<file path="config.mk">
export PLATFORM = sky130hd
export DESIGN_NAME = instruction_fetch_unit
export DESIGN_NICKNAME = d
export VERILOG_FILES = /design/src/rtl/instruction_fetch_unit.sv
export SDC_FILE = /design/constraint.sdc
export NUM_CORES = 1
export LEC_CHECK = 0
export CAP_MARGIN = 25
export CORE_MARGIN = 2
export CORE_UTILIZATION = 40
export CTS_BUF_LIST = sky130_fd_sc_hd__clkbuf_16
export CTS_CLUSTER_SIZE = 16
export DETAILED_ROUTE_END_ITERATION = 8
export PLACE_DENSITY = 0.73
export SLEW_MARGIN = 20
export SYNTH_ARGS = -nofsm -noshare
export SYNTH_HDL_FRONTEND = slang
export SYNTH_SLANG_ARGS = --single-unit
</file>
<file path="constraint.sdc">
create_clock -name clk -period 5.74 [get_ports clk]
set_clock_uncertainty 0.15 [all_clocks]
set_input_delay 0.861 -clock clk [delete_from_list [all_inputs] [get_ports clk]]
set_output_delay 0.861 -clock clk [all_outputs]
set_load 0.03 [all_outputs]
</file>
<file path="src/rtl/instruction_fetch_unit.sv">
// instruction_fetch_unit -- fetch stage in front of the control unit.
// Owns the PC, keeps at most one instruction-memory request in flight, and
// captures returned words into the IF/ID register. A one-word skid buffer
// (hold_buf) absorbs a response that arrives while decode is stalled.
// Build option IFU_MISALIGN_TRAP_EN: a misaligned redirect target raises a
// sticky misaligned_fault and parks the unit in HALT until reset. Without the
// macro, redirect targets are word-aligned by clearing bits [1:0].
module instruction_fetch_unit #(
  parameter int              XLEN      = 32,
  parameter logic [XLEN-1:0] RESET_PC  = '0,
  parameter logic [31:0]     NOP_INSTR = 32'h0000_0013
) (
  input  logic            clk,
  input  logic            rst,
  output logic            imem_req_valid,
  input  logic            imem_req_ready,
  output logic [XLEN-1:0] imem_addr,
  input  logic            imem_rsp_valid,
  input  logic [31:0]     imem_rsp_data,
  input  logic            redirect_valid,
  input  logic [XLEN-1:0] redirect_target,
  input  logic            id_stall,
  output logic            if_id_valid,
  output logic [31:0]     if_id_instr,
  output logic [XLEN-1:0] if_id_pc,
  output logic [XLEN-1:0] if_id_pc_plus4,
  output logic [6:0]      opcode
`ifdef IFU_MISALIGN_TRAP_EN
  ,
  output logic            misaligned_fault
`endif
);

`ifdef IFU_MISALIGN_TRAP_EN
  typedef enum logic [1:0] {
    S_REQ  = 2'd0,
    S_WAIT = 2'd1,
    S_HOLD = 2'd2,
    S_HALT = 2'd3
  } state_t;
`else
  typedef enum logic [1:0] {
    S_REQ  = 2'd0,
    S_WAIT = 2'd1,
    S_HOLD = 2'd2
  } state_t;
`endif

  localparam logic [XLEN-1:0] FOUR      = XLEN'(4);
  localparam logic [XLEN-1:0] WORD_MASK = ~(XLEN'(3));

  state_t          state;
  logic [XLEN-1:0] pc;
  logic            kill;       // in-flight response belongs to a stale PC
  logic [31:0]     hold_buf;   // word returned while IF/ID was stalled

  logic            handshake;
  logic            slot_free;
  logic [XLEN-1:0] pc_plus4;
  logic [XLEN-1:0] redirect_pc;
  logic            load_en;
  logic [31:0]     load_instr;

  assign imem_req_valid = (state == S_REQ);
  assign imem_addr      = pc;
  assign opcode         = if_id_instr[6:0];
  assign handshake      = imem_req_valid && imem_req_ready;
  assign slot_free      = !if_id_valid || !id_stall;
  assign pc_plus4       = pc + FOUR;

`ifdef IFU_MISALIGN_TRAP_EN
  logic trap;
  // A misaligned target is never loaded into the PC; it halts the unit instead.
  assign redirect_pc = redirect_target;
  assign trap        = redirect_valid && (redirect_target[1:0] != 2'b00) &&
                       (state != S_HALT);
`else
  assign redirect_pc = redirect_target & WORD_MASK;
`endif

  // Pick whether a word enters IF/ID this cycle, and from where
  always_comb begin
    load_en    = 1'b0;
    load_instr = imem_rsp_data;
    case (state)
      S_WAIT: begin
        if (imem_rsp_valid && !kill && !redirect_valid && slot_free) begin
          load_en = 1'b1;
        end
      end
      S_HOLD: begin
        if (!redirect_valid && !id_stall) begin
          load_en    = 1'b1;
          load_instr = hold_buf;
        end
      end
      default: begin
        load_en = 1'b0;
      end
    endcase
  end

  // Fetch sequencer: PC update, request/response tracking and skid buffer
  always_ff @(posedge clk or posedge rst) begin
    if (rst) begin
      state    <= S_REQ;
      pc       <= RESET_PC;
      kill     <= 1'b0;
      hold_buf <= NOP_INSTR;
`ifdef IFU_MISALIGN_TRAP_EN
      misaligned_fault <= 1'b0;
`endif
    end else begin
`ifdef IFU_MISALIGN_TRAP_EN
      if (trap) begin
        misaligned_fault <= 1'b1;
        kill             <= 1'b0;
        state            <= S_HALT;
      end else
`endif
      begin
        case (state)
          S_REQ: begin
            if (redirect_valid) begin
              pc <= redirect_pc;
              if (handshake) begin
                // The accepted request still carries the old PC.
                kill  <= 1'b1;
                state <= S_WAIT;
              end
            end else if (handshake) begin
              state <= S_WAIT;
            end
          end
          S_WAIT: begin
            if (imem_rsp_valid) begin
              state <= S_REQ;
              kill  <= 1'b0;
              if (redirect_valid) begin
                // Response and redirect together: drop the word, restart.
                pc <= redirect_pc;
              end else if (!kill) begin
                if (slot_free) begin
                  pc <= pc_plus4;
                end else begin
                  hold_buf <= imem_rsp_data;
                  state    <= S_HOLD;
                end
              end
            end else if (redirect_valid) begin
              pc   <= redirect_pc;
              kill <= 1'b1;
            end
          end
          S_HOLD: begin
            if (redirect_valid) begin
              pc       <= redirect_pc;
              hold_buf <= NOP_INSTR;
              state    <= S_REQ;
            end else if (!id_stall) begin
              pc    <= pc_plus4;
              state <= S_REQ;
            end
          end
`ifdef IFU_MISALIGN_TRAP_EN
          S_HALT: begin
            state <= S_HALT;
          end
`endif
          default: begin
            state <= S_REQ;
          end
        endcase
      end
    end
  end

  // IF/ID register: redirect flush, new word load, stall hold, else bubble
  always_ff @(posedge clk or posedge rst) begin
    if (rst) begin
      if_id_valid    <= 1'b0;
      if_id_instr    <= NOP_INSTR;
      if_id_pc       <= '0;
      if_id_pc_plus4 <= '0;
    end else if (redirect_valid) begin
      if_id_valid <= 1'b0;
      if_id_instr <= NOP_INSTR;
    end else if (load_en) begin
      if_id_valid    <= 1'b1;
      if_id_instr    <= load_instr;
      if_id_pc       <= pc;
      if_id_pc_plus4 <= pc_plus4;
    end else if (!id_stall) begin
      if_id_valid <= 1'b0;
      if_id_instr <= NOP_INSTR;
    end
  end

endmodule

</file>
==> results of run 1 <==
-- worst min path at each step --
stage	end	slack (ns)	depth (start not counted)
2_1_floorplan	hold_buf[10]$_DFFE_PP0P_	0.32	1
3_3_place_gp	if_id_instr[12]$_DFFE_PP0P_	0.31	2
3_5_place_dp	if_id_instr[1]$_DFFE_PP1P_	0.32	2
4_1_cts	if_id_instr[1]$_DFFE_PP1P_	0.33	2
5_1_grt	if_id_instr[1]$_DFFE_PP1P_	0.35	2
6_report	if_id_instr[1]$_DFFE_PP1P_	0.33	2
-- synthesized netlist by cell type, drive strengths merged (6+ instances only) --
| cell | count |
|---|---|
| xor2 | 8 |
| nand4 | 12 |
| o21ai | 79 |
| and4 | 8 |
| nand2b | 8 |
| mux2 | 29 |
| a31oi | 7 |
| xnor2 | 17 |
| nor3 | 13 |
| a21oi | 23 |
| inv | 19 |
| and3 | 6 |
| nor2 | 22 |
| a21o | 6 |
| o211ai | 6 |
| buf | 28 |
| a22o | 33 |
| clkbuf | 36 |
| nor2b | 10 |
| dfrtp | 156 |
| nand2 | 88 |
| a211oi | 8 |
| dfstp | 6 |
| mux2i | 29 |
| nand3 | 11 |
-- logic make-up (layout without fill, tap and decap cells) --
kind of cell	after synthesis	after routing	share of synthesized area, %
flops	162	162	52.41
compound gates	205	205	17.57
fa+ha+maj	5	5	0.8072
simple gates	196	196	12.80
buf+inv	83	267	5.635
mux	58	58	7.959
other cells	0	1	0
xor+xnor	25	25	2.825
-- per-layer routing --
metal | GRT usage [%] | vias to the layer above | share of wire, %
met5 | 0 | - | 0.060
met4 | 6.253 | 2 | 2.0
met3 | 5.634 | 31 | 7.0
met2 | 32.26 | 240 | 46
met1 | 31.09 | 3098 | 45
li1 | - | 2972 | -
-- sequential cells by signal (all words and copies together) (netlist names) --
register        flops
if_id_pc_plus4     30
state               2
hold_buf           32
if_id_pc           32
imem_addr          32
if_id_instr        32
kill                1
if_id_valid         1
-- final cells by class --
class                   instances  share of cell area (%)
diodes                          1                 0.02397
multi-input cells             489                   31.46
repair buffers                216                   20.93
well taps                     260                   3.116
flip-flops and latches        162                   38.90
clock buffers                  17                   4.075
inverters                      19                  0.7311
clock inverters                15                  0.7670
-- power by group --
part           total (mW)  internal [mW]  switching (mW)
clock network       0.993          0.540           0.453
logic                2.05          0.872            1.18
registers            1.82           1.47           0.359
total                4.87           2.88            1.99
-- tightest hold or removal path, delay by kind of cell (launching register included) --
family	cells	cell delay [ns]
AOI/OAI and AO/OA	1	0.05
buffers and inverters	1	0.05
DFF	1	0.38
-- cells in the final DEF, fill, tap and decap left out, types with 8 or more instances in the layout --
cell	Yosys	final
a211oi_1	8	8
a21oi_1	23	23
a22o_1	33	33
buf_4	14	9
clkbuf_16	0	17
clkdlybuf4s50_1	0	204
dfrtp_1	156	156
inv_1	19	22
mux2_2	29	29
mux2i_1	29	29
nand2_1	88	88
nand2b_1	8	8
nand3_1	11	11
nand4_1	11	11
nor2_1	22	22
nor2b_1	10	10
nor3_1	12	11
o21ai_0	77	77
xnor2_1	17	17
xor2_1	8	8
-- per-stage QoR --
step / std cells / power, mW
2_1_floorplan: 734 / 3.000
3_3_place_gp: 1144 / 3.851
3_5_place_dp: 1144 / 3.892
4_1_cts: 1176 / 4.899
5_1_grt: 1178 / 5.141
6_report: 1179 / 4.871
==> out/qor.yml, run 1 <==
status:
  outcome: "finished, final reports clean"
grt:
  grt_pass1_vias: 6181
  grt_max_degree: 106
  grt_antenna_before_repair: 1
  grt_pass1_wl_um: 34630
  grt-ovfl-total: 0
  grt_util_all_layers_pct: 21.65
clock_tree:
  clkLatencyLatePin_ns: 0.42
  cts.htree.levels: 4
  post_cts_buffers: 0
  cts-root-buf: "clkbuf_16"
  cts_buffers: 17
  postCtsHoldBufs: 0
  cts_tree: "built"
  clk_pin_slew_ns: 0.06
  cts_buffer_depth: 2
  cts_resized: 0
  cts_sinks: 162
setup_path:
  critPathRequiredTime_ns: 5.93
  r2r_start: "state[0]$_DFFE_PP0P_"
  start_kind: "input pin"
  reg2reg_depth: 7
  cp_slowest_cell: "clkdlybuf4s50_1"
  crit_type: "in -> reg"
  cp.depth: 7
  path_cells: "clkdlybuf4s50_1, buf_4, nor2b_1, and2_1, nand2_1, o31a_1, o21ai_0"
  critPathTopFamily: "simple AND/OR/NAND/NOR gates"
  crit_end: "imem_addr[29]$_DFFE_PP0P_"
  r2r_slack_ns: 2.66
  critPathCaptureType: "flop"
  worstPathMaxFanout: 26
  max_stage_delay_ns: 0.85
  reg2reg_to: "imem_addr[25]$_DFFE_PP0P_"
  arrival_ns: 3.64
  startpoint: "redirect_valid"
  crit_buf_inv: 2
logic_synthesis:
  ys_seq_area_share_pct: 52.41
  async_flop_share_pct: 100.0
  ys.flop_type: "dfrtp_1"
  synth.net_count: 809
  synthTopCellsByArea: "dfrtp_1 50%, o21ai_0 5.0%, nand2_1 4.3%"
  yosysTopAreaCell: "dfrtp_1"
  syn_avg_cell_area_sq_um: 10.56
  synthDominantCellAreaShare_pct: 50.37
  synth_edf_count: 0
  ys_ff_latch: 162
  synthesis.area_sq_um: 7750
  syn-instance-count: 734
  yosysWarningCount: 0
  yosysUniqueCellTypes: 68
floorplanning:
  rows: 50
  die_x_um: 143.2
  start_util_pct: 41.16
  fp.dieH_um: 143.2
  io_pins: 207
  core_sq_um: 18830
  die_area_sq_um: 20500
placement:
  gp_congestion: 0.8597
  dp_slack_ns: 1.916
  hpwl_um: 14770
  placed_area_sq_um: 9877
  port_buffers: 204
route:
  first_pass_iters: 5
  vias: 6343
  routed_via_density: 5.380
  drcViolationCount: 0
  drtIter0Drc: 408
  detail_route.wl_per_cell_um: 18.35
  ant_nets: 0
  wl_um: 21630
worst_hold_path:
  hold_path_class: "reg -> reg"
  hp-start: "if_id_instr[1]$_DFFE_PP1P_"
flow_run:
  max-cap-violations: 0
sta:
  period_needed_ns: 3.445
  setup_viol: 0
  fmax_mhz: 290.2
  relSlewSlack_pct: 35.76
  finalCritPeriodShare_pct: 60.02
  whs_ns: 0.3253
  hold_violations: 0
  worst_slack_ns: 2.295
  worst_pin_slew_ns: 0.9617
  rsz0062_at_grt: "no"
  setup_tns_ns: 0
  report.final.slew_viol_count: 0
power:
  peakVddDrop_uv: 297.1
  power_density_nw_per_um2: 466.6
  p_leak_nw: 4.383
finish:
  regArea_sq_um: 4061
  nNetsFinal: 980
  area_growth_pct: 34.71
  postLayoutCellArea_sq_um: 10440
  multi_input_area_sq_um: 3284
  fin_util_pct: 55.44
  drive_gt1_share_pct: 9.804
  nFillCells: 1659
Power figures use the tool's default switching activity.
==> run 2: changes to the inputs <==
--- a/config.mk
+++ b/config.mk
@@ -11,7 +11,7 @@
 export CTS_BUF_LIST = sky130_fd_sc_hd__clkbuf_16
 export CTS_CLUSTER_SIZE = 16
 export DETAILED_ROUTE_END_ITERATION = 8
-export PLACE_DENSITY = 0.73
+export PLACE_DENSITY = 0.76
 export SLEW_MARGIN = 20
 export SYNTH_ARGS = -nofsm -noshare
 export SYNTH_HDL_FRONTEND = slang
==> constraint.sdc (replaced) <==
create_clock -name clk -period 2.87 [get_ports clk]
set_clock_uncertainty 0.15 [all_clocks]
set_input_delay 0.4305 -clock clk [delete_from_list [all_inputs] [get_ports clk]]
set_output_delay 0.4305 -clock clk [all_outputs]
set_load 0.03 [all_outputs]
==> run 2 against run 1 <==
Design area grew 2.5%; clock-buffer cell count stayed put; die area did not move; final cell count grew 1.5%; sequential power up 94%; combinational power up 110%; via count is 2.2% higher; register-to-register slack worse by 2.4 ns; clock power up 140%; critical endpoint is now imem_addr[4]$_DFFE_PP0P_; largest power group unchanged.
==> out/qor.yml, run 2 (same netlist as run 1, synthesis figures left out) <==
status:
  outcome: "finished, final reports clean"
clock_tree:
  cts_sinks: 162
  cts_resized: 0
  cts_buffers: 17
  cts-root-buf: "clkbuf_16"
  clkLatencyLatePin_ns: 0.42
  cts_tree: "built"
  clk_pin_slew_ns: 0.06
  postCtsHoldBufs: 0
  post_cts_buffers: 0
  cts.htree.levels: 4
  cts_buffer_depth: 2
power:
  power_density_nw_per_um2: 960.3
  p_leak_nw: 4.520
  power_frac_clock_pct: 23.3
  sequentialPowerShare_pct: 34.4
  p_sw_share_pct: 39.61
  peakVddDrop_uv: 660.0
  internal_power_mw: 6.208
  pwr-share-comb_pct: 42.3
  p_switching_mw: 4.072
setup_path:
  reg2reg_to: "imem_addr[4]$_DFFE_PP0P_"
  crit_type: "reg -> reg"
  worstPathMaxFanout: 10
  start_kind: "flop"
  r2r_start: "state[0]$_DFFE_PP0P_"
  startpoint: "state[0]$_DFFE_PP0P_"
  arrival_ns: 2.84
  r2r_slack_ns: 0.22
  crit_end: "imem_addr[4]$_DFFE_PP0P_"
  critPathCaptureType: "flop"
  reg2reg_depth: 7
  critPathRequiredTime_ns: 3.06
floorplanning:
  core_sq_um: 18830
  rows: 50
  start_util_pct: 41.16
  die_x_um: 143.2
  io_pins: 207
  die_area_sq_um: 20500
  fp.dieH_um: 143.2
finish:
  fin_util_pct: 56.85
  mostFrequentLayoutCells: "204 x clkdlybuf4s50_1, 156 x dfrtp_1, 88 x nand2_1"
  multi_input_area_sq_um: 3293
  layout_commonest_cell: "clkdlybuf4s50_1"
  nFillCells: 1602
  area_growth_pct: 38.13
  regArea_sq_um: 4061
  postLayoutCellArea_sq_um: 10710
  drive_gt1_share_pct: 12.07
  nNetsFinal: 998
sta:
  finalCritPeriodShare_pct: 92.24
  report.final.slew_viol_count: 0
  fmax_mhz: 377.7
  worst_slack_ns: 0.2226
  relSlewSlack_pct: 38.40
  setup_tns_ns: 0
  hold_violations: 0
  rsz0062_at_grt: "no"
  whs_ns: 0.2639
  period_needed_ns: 2.647
  setup_viol: 0
  worst_pin_slew_ns: 0.9240
grt:
  grt-ovfl-total: 0
  grt_antenna_before_repair: 0
  grt_max_degree: 67
  grt_pass1_vias: 6433
  grt_pass1_wl_um: 35400
  grt_util_all_layers_pct: 22.23
route:
  drcViolationCount: 0
  vias: 6485
  detail_route.wl_per_cell_um: 18.57
  wl_um: 22230
  routed_via_density: 5.418
  first_pass_iters: 6
  drtIter0Drc: 465
  ant_nets: 0
placement:
  placed_area_sq_um: 10080
  gp_congestion: 0.8634
  port_buffers: 204
  dp_slack_ns: 0.2073
  hpwl_um: 15450
flow_run:
  max-cap-violations: 0
worst_hold_path:
  hold_path_class: "in -> async"
==> run 2: per-layer routing <==
metal  track usage, %  vias up  share of wire (%)
met5                0        -                  0
met4            8.494        0                2.5
met3            5.332       33                6.3
met2            34.10      238                 46
met1            30.52     3202                 45
li1                 -     3012                  -
==> run 2: through the flow <==
| step | cells | power (mW) |
|---|---|---|
| final | 1197 | 10.28 |
| after global routing | 1196 | 10.81 |
| after CTS | 1196 | 10.33 |
| after detailed placement | 1164 | 7.900 |
| after global placement | 1164 | 7.821 |
| after floorplan | 734 | 6.001 |
==> run 2: how the worst min path moves through the flow <==
stage	to	slack, ns
finish	hold_buf[2]$_DFFE_PP0P_	0.26
global route	hold_buf[9]$_DFFE_PP0P_	0.30
CTS	hold_buf[2]$_DFFE_PP0P_	0.27
detailed placement	if_id_instr[18]$_DFFE_PP0P_	0.32
global placement	if_id_instr[15]$_DFFE_PP0P_	0.31
floorplan	hold_buf[10]$_DFFE_PP0P_	0.32
==> run 2: critical path, stage by stage (launching register included) <==
cell and delay, ns:
dfrtp_1 0.40, inv_1 0.08, ha_1 0.47, nor2b_1 0.29, nor2b_1 0.27, nand3b_1 0.40, o21ai_0 0.37, o2bb2ai_1 0.14
==> run 2: power by group through the flow <==
stage | sequential (mW) | combinational (mW) | clock (mW)
6_report | 3.53 | 4.35 | 2.39
4_1_cts | 3.53 | 4.36 | 2.44
5_1_grt | 3.63 | 4.64 | 2.54
2_1_floorplan | 4.58 | 1.42 | 0
3_5_place_dp | 3.56 | 4.34 | 0
3_3_place_gp | 3.54 | 4.28 | 0
==> run 2: layout make-up <==
| cell class | instances | share of cell area [%] |
|---|---|---|
| tap | 260 | 3.039 |
| sequential | 162 | 37.94 |
| antenna | 1 | 0.02338 |
| clock buffer | 17 | 3.974 |
| inverter | 19 | 0.7013 |
| clock inverter | 15 | 1.800 |
| timing repair buffer | 234 | 21.76 |
| multi-input combinational | 489 | 30.76 |
